[src/rtl/univ_shift_reg.sv]
// Universal shift register: per-cycle shift/rotate/load/clear ops plus an
// autonomous WIDTH-bit serializer burst with start/busy/done handshake.
module univ_shift_reg #(
  parameter int WIDTH     = 8,
  parameter bit MSB_FIRST = 1'b1,
  localparam int CNT_W    = $clog2(WIDTH)
) (
  input  logic             clock,
  input  logic             reset_n,
  input  logic             enable,
  input  logic [2:0]       mode,
  input  logic             ser_in,
  input  logic [WIDTH-1:0] par_in,
  input  logic             start,
  output logic [WIDTH-1:0] reg_out,
  output logic             ser_out,
  output logic             busy,
  output logic             done
);

  typedef enum logic [1:0] {
    ST_IDLE  = 2'd0,
    ST_SHIFT = 2'd1,
    ST_DONE  = 2'd2
  } state_t;

  localparam logic [2:0] MODE_HOLD  = 3'b000;
  localparam logic [2:0] MODE_SHL   = 3'b001;
  localparam logic [2:0] MODE_SHR   = 3'b010;
  localparam logic [2:0] MODE_ROL   = 3'b011;
  localparam logic [2:0] MODE_ROR   = 3'b100;
  localparam logic [2:0] MODE_LOAD  = 3'b101;
  localparam logic [2:0] MODE_RSVD  = 3'b110;
  localparam logic [2:0] MODE_CLEAR = 3'b111;

  localparam logic [CNT_W-1:0] CNT_LAST = CNT_W'(WIDTH - 1);
  localparam logic [CNT_W-1:0] CNT_ZERO = {CNT_W{1'b0}};
  localparam logic [CNT_W-1:0] CNT_ONE  = CNT_W'(1);

  state_t           state_r;
  state_t           state_nxt_s;
  logic [WIDTH-1:0] reg_r;
  logic [WIDTH-1:0] reg_nxt_s;
  logic [CNT_W-1:0] cnt_r;
  logic [CNT_W-1:0] cnt_nxt_s;
  logic             busy_r;
  logic             done_r;

  function automatic logic [WIDTH-1:0] shift_left(input logic [WIDTH-1:0] r, input logic fill);
    shift_left = {r[WIDTH-2:0], fill};
  endfunction

  function automatic logic [WIDTH-1:0] shift_right(input logic [WIDTH-1:0] r, input logic fill);
    shift_right = {fill, r[WIDTH-1:1]};
  endfunction

  // Next-state, next-register and next-counter selection
  always_comb begin
    state_nxt_s = state_r;
    reg_nxt_s   = reg_r;
    cnt_nxt_s   = cnt_r;
    case (state_r)
      ST_IDLE: begin
        if (start) begin
          reg_nxt_s   = par_in;
          cnt_nxt_s   = CNT_LAST;
          state_nxt_s = ST_SHIFT;
        end else if (enable) begin
          case (mode)
            MODE_HOLD:  reg_nxt_s = reg_r;
            MODE_SHL:   reg_nxt_s = shift_left(reg_r, ser_in);
            MODE_SHR:   reg_nxt_s = shift_right(reg_r, ser_in);
            MODE_ROL:   reg_nxt_s = shift_left(reg_r, reg_r[WIDTH-1]);
            MODE_ROR:   reg_nxt_s = shift_right(reg_r, reg_r[0]);
            MODE_LOAD:  reg_nxt_s = par_in;
            MODE_RSVD:  reg_nxt_s = reg_r;
            MODE_CLEAR: reg_nxt_s = {WIDTH{1'b0}};
            default:    reg_nxt_s = reg_r;
          endcase
        end else begin
          reg_nxt_s = reg_r;
        end
      end
      ST_SHIFT: begin
        if (enable) begin
          reg_nxt_s = MSB_FIRST ? shift_left(reg_r, ser_in) : shift_right(reg_r, ser_in);
          // Exit on zero rather than wrapping the counter
          if (cnt_r == CNT_ZERO) begin
            state_nxt_s = ST_DONE;
          end else begin
            cnt_nxt_s = cnt_r - CNT_ONE;
          end
        end else begin
          reg_nxt_s = reg_r;
        end
      end
      ST_DONE: begin
        state_nxt_s = ST_IDLE;
      end
      default: begin
        state_nxt_s = ST_IDLE;
      end
    endcase
  end

  // State, data, counter and handshake flag registers
  always_ff @(posedge clock or negedge reset_n) begin
    if (!reset_n) begin
      state_r <= ST_IDLE;
      reg_r   <= {WIDTH{1'b0}};
      cnt_r   <= CNT_ZERO;
      busy_r  <= 1'b0;
      done_r  <= 1'b0;
    end else begin
      state_r <= state_nxt_s;
      reg_r   <= reg_nxt_s;
      cnt_r   <= cnt_nxt_s;
      busy_r  <= (state_nxt_s == ST_SHIFT);
      done_r  <= (state_nxt_s == ST_DONE);
    end
  end

  assign reg_out = reg_r;
  assign ser_out = MSB_FIRST ? reg_r[WIDTH-1] : reg_r[0];
  assign busy    = busy_r;
  assign done    = done_r;

endmodule

[config.mk]
export PLATFORM = sky130hd
export DESIGN_NAME = univ_shift_reg
export DESIGN_NICKNAME = d
export VERILOG_FILES = /design/src/rtl/univ_shift_reg.sv
export SDC_FILE = /design/constraint.sdc
export NUM_CORES = 1
export LEC_CHECK = 0
export ABC_AREA = 1
export BUFFER_PORTS_ARGS = -buffer_cell sky130_fd_sc_hd__buf_4
export CORE_MARGIN = 2
export CORE_UTILIZATION = 50
export CTS_CLUSTER_SIZE = 25
export DETAILED_ROUTE_END_ITERATION = 7
export PLACE_DENSITY_LB_ADDON = 0.15
export SYNTH_ARGS = -nofsm -noshare
export SYNTH_HDL_FRONTEND = slang
export SYNTH_SLANG_ARGS = --single-unit
[constraint.sdc]
create_clock -name clock -period 1.62 [get_ports clock]
set_input_delay 0.324 -clock clock [delete_from_list [all_inputs] [get_ports clock]]
set_output_delay 0.324 -clock clock [all_outputs]
set_load 0.03 [all_outputs]
==> results of run 1 <==
==> worst max-delay path, stage by stage, from the launching register on <==
cell and delay [ns]:
dfrtp_1 0.35, inv_1 0.07, ha_1 0.20, ha_1 0.19
nand2_1 0.10, and2_1 0.23, o21ai_0 0.11, o21ai_0 0.08
==> final cells by class <==
class | instances | area [µm²]
clock buffer | 3 | 22.5
clock inverter | 1 | 7.51
fill | 203 | 641
inverter | 12 | 45.0
multi-input combinational | 126 | 574
sequential | 15 | 375
tap | 27 | 33.8
timing repair buffer | 32 | 243
==> registers in the layout, indices dropped and copies added (netlist names) <==
signal   cells
done         1
reg_out      8
cnt_r        3
busy         1
state_r      2
==> synthesized netlist by cell type <==
cell,count,area share
buf_6,1,0.011
o21ai_0,2,0.0098
inv_1,8,0.029
nand2_4,2,0.022
buf_4,2,0.015
a31oi_1,2,0.012
and2_1,1,0.0061
a21oi_1,8,0.039
inv_2,3,0.011
clkinv_1,1,0.0037
nand3_4,1,0.017
a21oi_2,1,0.0085
nand2_1,74,0.27
a21oi_4,1,0.016
buf_2,1,0.0049
nand2_2,1,0.0061
ha_1,2,0.024
dfrtp_1,15,0.37
nand3_1,4,0.020
nand4_1,3,0.018
o21ai_1,2,0.0098
nor2_1,22,0.080
==> logic make-up (layout without fill, tap and decap cells) <==
| group | count (synthesis) | in the layout | synth area share |
|---|---|---|---|
| AO/OA/AOI/OAI | 16 | 16 | 0.0951 |
| AND/OR/NAND/NOR | 108 | 108 | 0.440 |
| adder cells (fa/ha/maj) | 2 | 2 | 0.0244 |
| flip-flops | 15 | 15 | 0.366 |
| buffers and inverters | 16 | 48 | 0.0744 |
==> power by group through the flow <==
stage          clock, mW  combinational [mW]  sequential (mW)
5_1_grt            0.250                1.52            0.746
3_5_place_dp           0                1.35            0.718
2_1_floorplan          0               0.744            0.904
4_1_cts            0.237                1.36            0.712
6_report           0.236                1.35            0.715
3_3_place_gp           0                1.32            0.707
==> path summary, 6_finish.rpt <==
path                               start  slack (ns)         end
worst min-delay path               start        0.29        busy
max in group asynchronous        reset_n        1.03  reg_out[7]
worst max register to register  cnt_r[0]        0.22    cnt_r[0]
min in group asynchronous        reset_n        0.41    cnt_r[0]
worst max-delay path            cnt_r[0]        0.22    cnt_r[0]
worst min register to register  cnt_r[2]        0.56    cnt_r[2]
==> per-layer routing <==
layer  share of wire  GRT usage  wire (µm)
met3           0.040     0.0276         99
met5               0          0          0
met2            0.45      0.349       1110
met1            0.48      0.328       1200
met4           0.031      0.114         78
==> flow_metrics.py, run 1 <==
metrics = {
    "outcome": {
        "status": "finished clean",
    },
    "floorplan": {
        "start_util": 0.528,
        "io_pins": 27,
        "die_height_um": 49.3,
        "std_cell_rows": 16,
        "die_area_um2": 2430,
        "die_w_um": 49.3,
        "core_um2": 1940,
    },
    "timing": {
        "fin_setup_tns_ns": 0,
        "finalCritPeriodShare": 0.863,
        "clock_skew_ns": 0.00540,
        "whs_ns": 0.293,
        "finalSetupViolations": 0,
        "setup_slack_ns": 0.221,
        "worst_slew_margin_rel": 0.727,
        "fmax_ghz": 0.715,
        "slew_violations": 0,
        "hold_viol": 0,
        "min_period_ns": 1.40,
        "worst_pin_slew_ns": 0.408,
        "rsz0062_at_grt": "no",
    },
    "finish": {
        "syn2layout_area_growth_pct": 26.8,
        "final_util": 0.670,
        "nNetsFinal": 208,
        "mostFrequentLayoutCells": "74 x nand2_1, 31 x buf_4, 22 x nor2_1",
        "diodes": 0,
        "final_cells": 216,
        "finish.instance_area_um2": 1300,
        "final_common_cell": "nand2_1",
        "layout-drive-gt1-share": 0.233,
    },
    "place": {
        "portBuffers": 26,
        "preCtsSetupSlack_ns": 0.230,
        "post-dp-hpwl_mm": 1.86,
        "routabilityCongestion": 0.806,
        "placed_cell_area_um2": 1260,
        "dp_cells": 211,
    },
    "grt": {
        "overflow": 0,
        "grt_max_degree": 17,
        "antenna_found_initial": 0,
        "grt_usage": 0.232,
        "grt_pass1_wl_mm": 4.40,
        "grt_pass1_vias": 970,
    },
    "clock_tree": {
        "cts.clk_slew.worst_paths_ns": 0.10,
        "cts_sinks": 15,
        "post_cts_resized": 0,
        "cts_root_buf": "clkbuf_4",
        "cts_setup_buffers": 0,
        "cts_tree": "built",
        "clk_latency_ns": 0.30,
        "ctsHtreeMaxLevel": 1,
        "numCtsBuffers": 3,
        "cts_hold_buffers": 1,
        "clockBufferDepth": 2,
    },
    "worst_setup_path": {
        "endpoint_kind": "flip-flop",
        "reg2regPathDepth": 7,
        "crit_path_start_kind": "flip-flop",
        "critical_path_class": "flip-flop to flip-flop",
        "worstPathRequired_ns": 1.85,
        "cp.arrival_ns": 1.63,
        "cp_max_fo": 6,
    },
    "power": {
        "swShare": 0.498,
        "power_frac_seq": 0.311,
        "power_density_nw_per_um2": 1770,
        "p_int_mw": 1.16,
        "switchingPower_mw": 1.15,
        "power.total_mw": 2.30,
        "p_leak_nw": 0.712,
        "clkPwrFrac": 0.103,
        "combinationalPowerShare": 0.587,
        "worst_ir_drop_vdd_mv": 1.06,
    },
    "worst_hold_path": {
        "hold_depth": 3,
        "min_path_type": "input pin to flip-flop",
    },
    "drt": {
        "firstDrtPassIters": 4,
        "drc": 0,
        "drt_iter0_markers": 22,
        "wire_per_inst_um": 11.5,
        "num_vias": 1063,
        "vias_per_cell": 4.92,
        "finalWirelength_mm": 2.49,
        "ant_nets": 0,
    },
    "synthesis": {
        "ys_ff_latch": 15,
        "yosysWarnings": 0,
        "syn_inst": 157,
        "syn_area_um2": 1030,
        "syn_avg_cell_area_um2": 6.53,
        "synthesis.nets": 175,
        "ys_types": 22,
        "synth-seq-area-share": 0.366,
    },
    "flow_run": {
        "cap_violations": 0,
    },
}
Power figures use the tool's default switching activity.
==> inputs of run 2 (changes only) <==
ABC_AREA = not set   (was 1)
ABC_CLOCK_PERIOD_IN_PS = 1620   (was not set)
CAP_MARGIN = 0   (was not set)
==> run 2 against run 1 <==
Effect of this change: sequential share of layout area shrank 0.22 points; non-clock buffer count grew 3; global-route usage shrank 0.72 points; clock power shrank 8.9%; worst hold slack gained 0.0028 ns; via count shrank 9.8%.
==> flow_metrics.py, run 2 <==
metrics = {
    "outcome": {
        "status": "finished clean",
    },
    "floorplan": {
        "io_pins": 27,
        "die_w_um": 49.2,
        "start_util": 0.526,
        "die_height_um": 49.2,
        "core_um2": 1940,
        "std_cell_rows": 16,
        "die_area_um2": 2420,
    },
    "grt": {
        "grt_usage": 0.225,
        "grt_pass1_wl_mm": 4.22,
        "overflow": 0,
        "grt_max_degree": 16,
        "grt_pass1_vias": 934,
        "antenna_found_initial": 0,
    },
    "finish": {
        "layout-drive-gt1-share": 0.292,
        "final_common_cell": "buf_4",
        "diodes": 0,
        "largest_reg_flops": 8,
        "multi_input_area_um2": 562,
        "num-fill-cells": 168,
        "syn2layout_area_growth_pct": 28.4,
        "mostFrequentLayoutCells": "33 x buf_4, 15 x dfrtp_1, 12 x inv_1",
        "regArea_um2": 375,
        "nNetsFinal": 163,
        "final_cells": 171,
    },
    "power": {
        "worst_ir_drop_vdd_mv": 1.04,
        "power_density_nw_per_um2": 1480,
        "p_leak_nw": 0.619,
    },
    "timing": {
        "slew_violations": 0,
        "hold_viol": 0,
        "worst_pin_slew_ns": 0.519,
        "finalSetupViolations": 0,
        "setup_slack_ns": 0.111,
        "worst_slew_margin_rel": 0.645,
        "fmax_ghz": 0.663,
        "fin_setup_tns_ns": 0,
        "finalCritPeriodShare": 0.932,
        "clock_skew_ns": 0.00558,
        "min_period_ns": 1.51,
    },
    "clock_tree": {
        "cts_root_buf": "clkbuf_4",
        "cts_tree": "built",
        "cts_sinks": 15,
        "cts.clk_slew.worst_paths_ns": 0.09,
        "clockBufferDepth": 2,
        "ctsHtreeMaxLevel": 1,
        "clk_latency_ns": 0.29,
        "cts_setup_buffers": 0,
        "numCtsBuffers": 3,
    },
    "drt": {
        "ant_nets": 0,
        "wire_per_inst_um": 14.4,
        "num_vias": 959,
        "vias_per_cell": 5.61,
        "finalWirelength_mm": 2.47,
        "drt_iter0_markers": 14,
        "firstDrtPassIters": 4,
        "drc": 0,
    },
    "synthesis": {
        "syn_inst": 113,
        "ys_ff_latch": 15,
        "synth_top_area_share": 0.368,
        "yosys.area.top_type": "dfrtp_1",
        "synthTopCellsByArea": "dfrtp_1 37%, o221ai_1 5.1%, mux2i_1 4.9%, inv_1 4.4%, a22oi_1 3.7%",
        "synthesis.nets": 131,
        "synth_most_common_cell": "dfrtp_1",
        "synth-seq-area-share": 0.368,
        "ys_types": 37,
        "yosysWarnings": 0,
        "synth_commonest_cells": "15 x dfrtp_1, 12 x inv_1, 8 x nand2_1, 7 x nor2_1, 6 x o221ai_1",
        "synthFlopType": "dfrtp_1",
        "synthArstFlopShare": 1.00,
        "synth_edf_count": 0,
        "syn_avg_cell_area_um2": 9.04,
        "syn_area_um2": 1020,
    },
    "worst_setup_path": {
        "endpoint_kind": "flip-flop",
        "worstPathRequired_ns": 1.77,
        "cp.arrival_ns": 1.66,
        "critical_path_class": "flip-flop to flip-flop",
        "crit_path_start_kind": "flip-flop",
        "cp_max_fo": 5,
        "reg2regPathDepth": 4,
    },
    "worst_hold_path": {
        "hold_depth": 3,
        "min_path_type": "input pin to flip-flop",
    },
    "place": {
        "routabilityCongestion": 0.842,
        "dp_cells": 166,
        "post-dp-hpwl_mm": 1.89,
        "preCtsSetupSlack_ns": -0.0295,
        "portBuffers": 26,
    },
    "flow_run": {
        "cap_violations": 0,
    },
}
[run 2: cell count changes after synthesis, sizes merged, moves of 4 or more]
cell / previous run / this run
a21oi: 10 / 3
a22o: 0 / 4
a22oi: 0 / 5
mux2i: 0 / 5
nand2: 77 / 8
nand2b: 0 / 4
nor2: 22 / 7
nor2b: 0 / 4
o221ai: 0 / 7
[run 2: area by class of cell]
type                    instances  share of cell area
clock buffers                   4              0.0200
well taps                      27              0.0258
flip-flops and latches         15               0.286
repair buffers                 35               0.205
multi-input cells              78               0.428
inverters                      12              0.0344
[run 2: stage by stage]
stage / util / power (mW) / hold slack (ns) / instance area [µm²]
after floorplan: - / 1.33 / 0.0284 / 1020
after global placement: 0.651 / 1.69 / 0.187 / 1260
after detailed placement: 0.651 / 1.73 / 0.189 / 1260
after CTS: 0.670 / 1.95 / 0.291 / 1300
after global routing: 0.675 / 2.10 / 0.313 / 1310
final: 0.675 / 1.95 / 0.296 / 1310
[run 2: cells by family (layout without fill, tap and decap cells)]
logic type	count (synthesis)	in the layout	share of synthesized area
XOR/XNOR	1	1	0.0159
buffers and inverters	20	51	0.0895
AND/OR/NAND/NOR	33	33	0.169
multiplexers	5	5	0.0490
adder cells (fa/ha/maj)	2	2	0.0245
flip-flops	15	15	0.368
AO/OA/AOI/OAI	37	37	0.284
[run 2: worst max-delay path, stage by stage (launching register included)]
cell and delay [ns]:
dfrtp_1 0.38, or3_1 0.38, o221ai_2 0.21, or2_1 0.24
o221ai_1 0.15
[run 2: report_power, final]
group / total, mW / switching, mW / internal, mW / leakage, nW
clock network: 0.215 / 0.119 / 0.0957 / 0.0150
logic: 1.06 / 0.583 / 0.480 / 0.425
registers: 0.668 / 0.152 / 0.516 / 0.179
[run 2: final timing paths]
check | startpoint | to | slack (ns)
setup / recovery | state_r[0] | reg_out[3] | 0.11
max in group asynchronous | reset_n | reg_out[4] | 1.03
hold / removal | par_in[7] | reg_out[7] | 0.30
min in group asynchronous | reset_n | cnt_r[2] | 0.42
hold reg to reg | state_r[1] | state_r[1] | 0.51
setup reg to reg | state_r[0] | reg_out[3] | 0.11
[run 2: per-layer routing]
metal / up-vias / track usage / share of wire
li1: 478 / - / -
met1: 446 / 0.302 / 0.46
met2: 31 / 0.365 / 0.48
met3: 4 / 0.0583 / 0.051
met4: 0 / 0.0476 / 0.0061
met5: - / 0 / 0
[run 2: repair_timing]
item | CTS | global route
endpoints found under the hold margin | 15 | 0
gates resized for setup | 1 | 3
hold buffers | 1 | 0
pin swaps | 0 | 0
endpoints found under the setup margin | 1 | 6
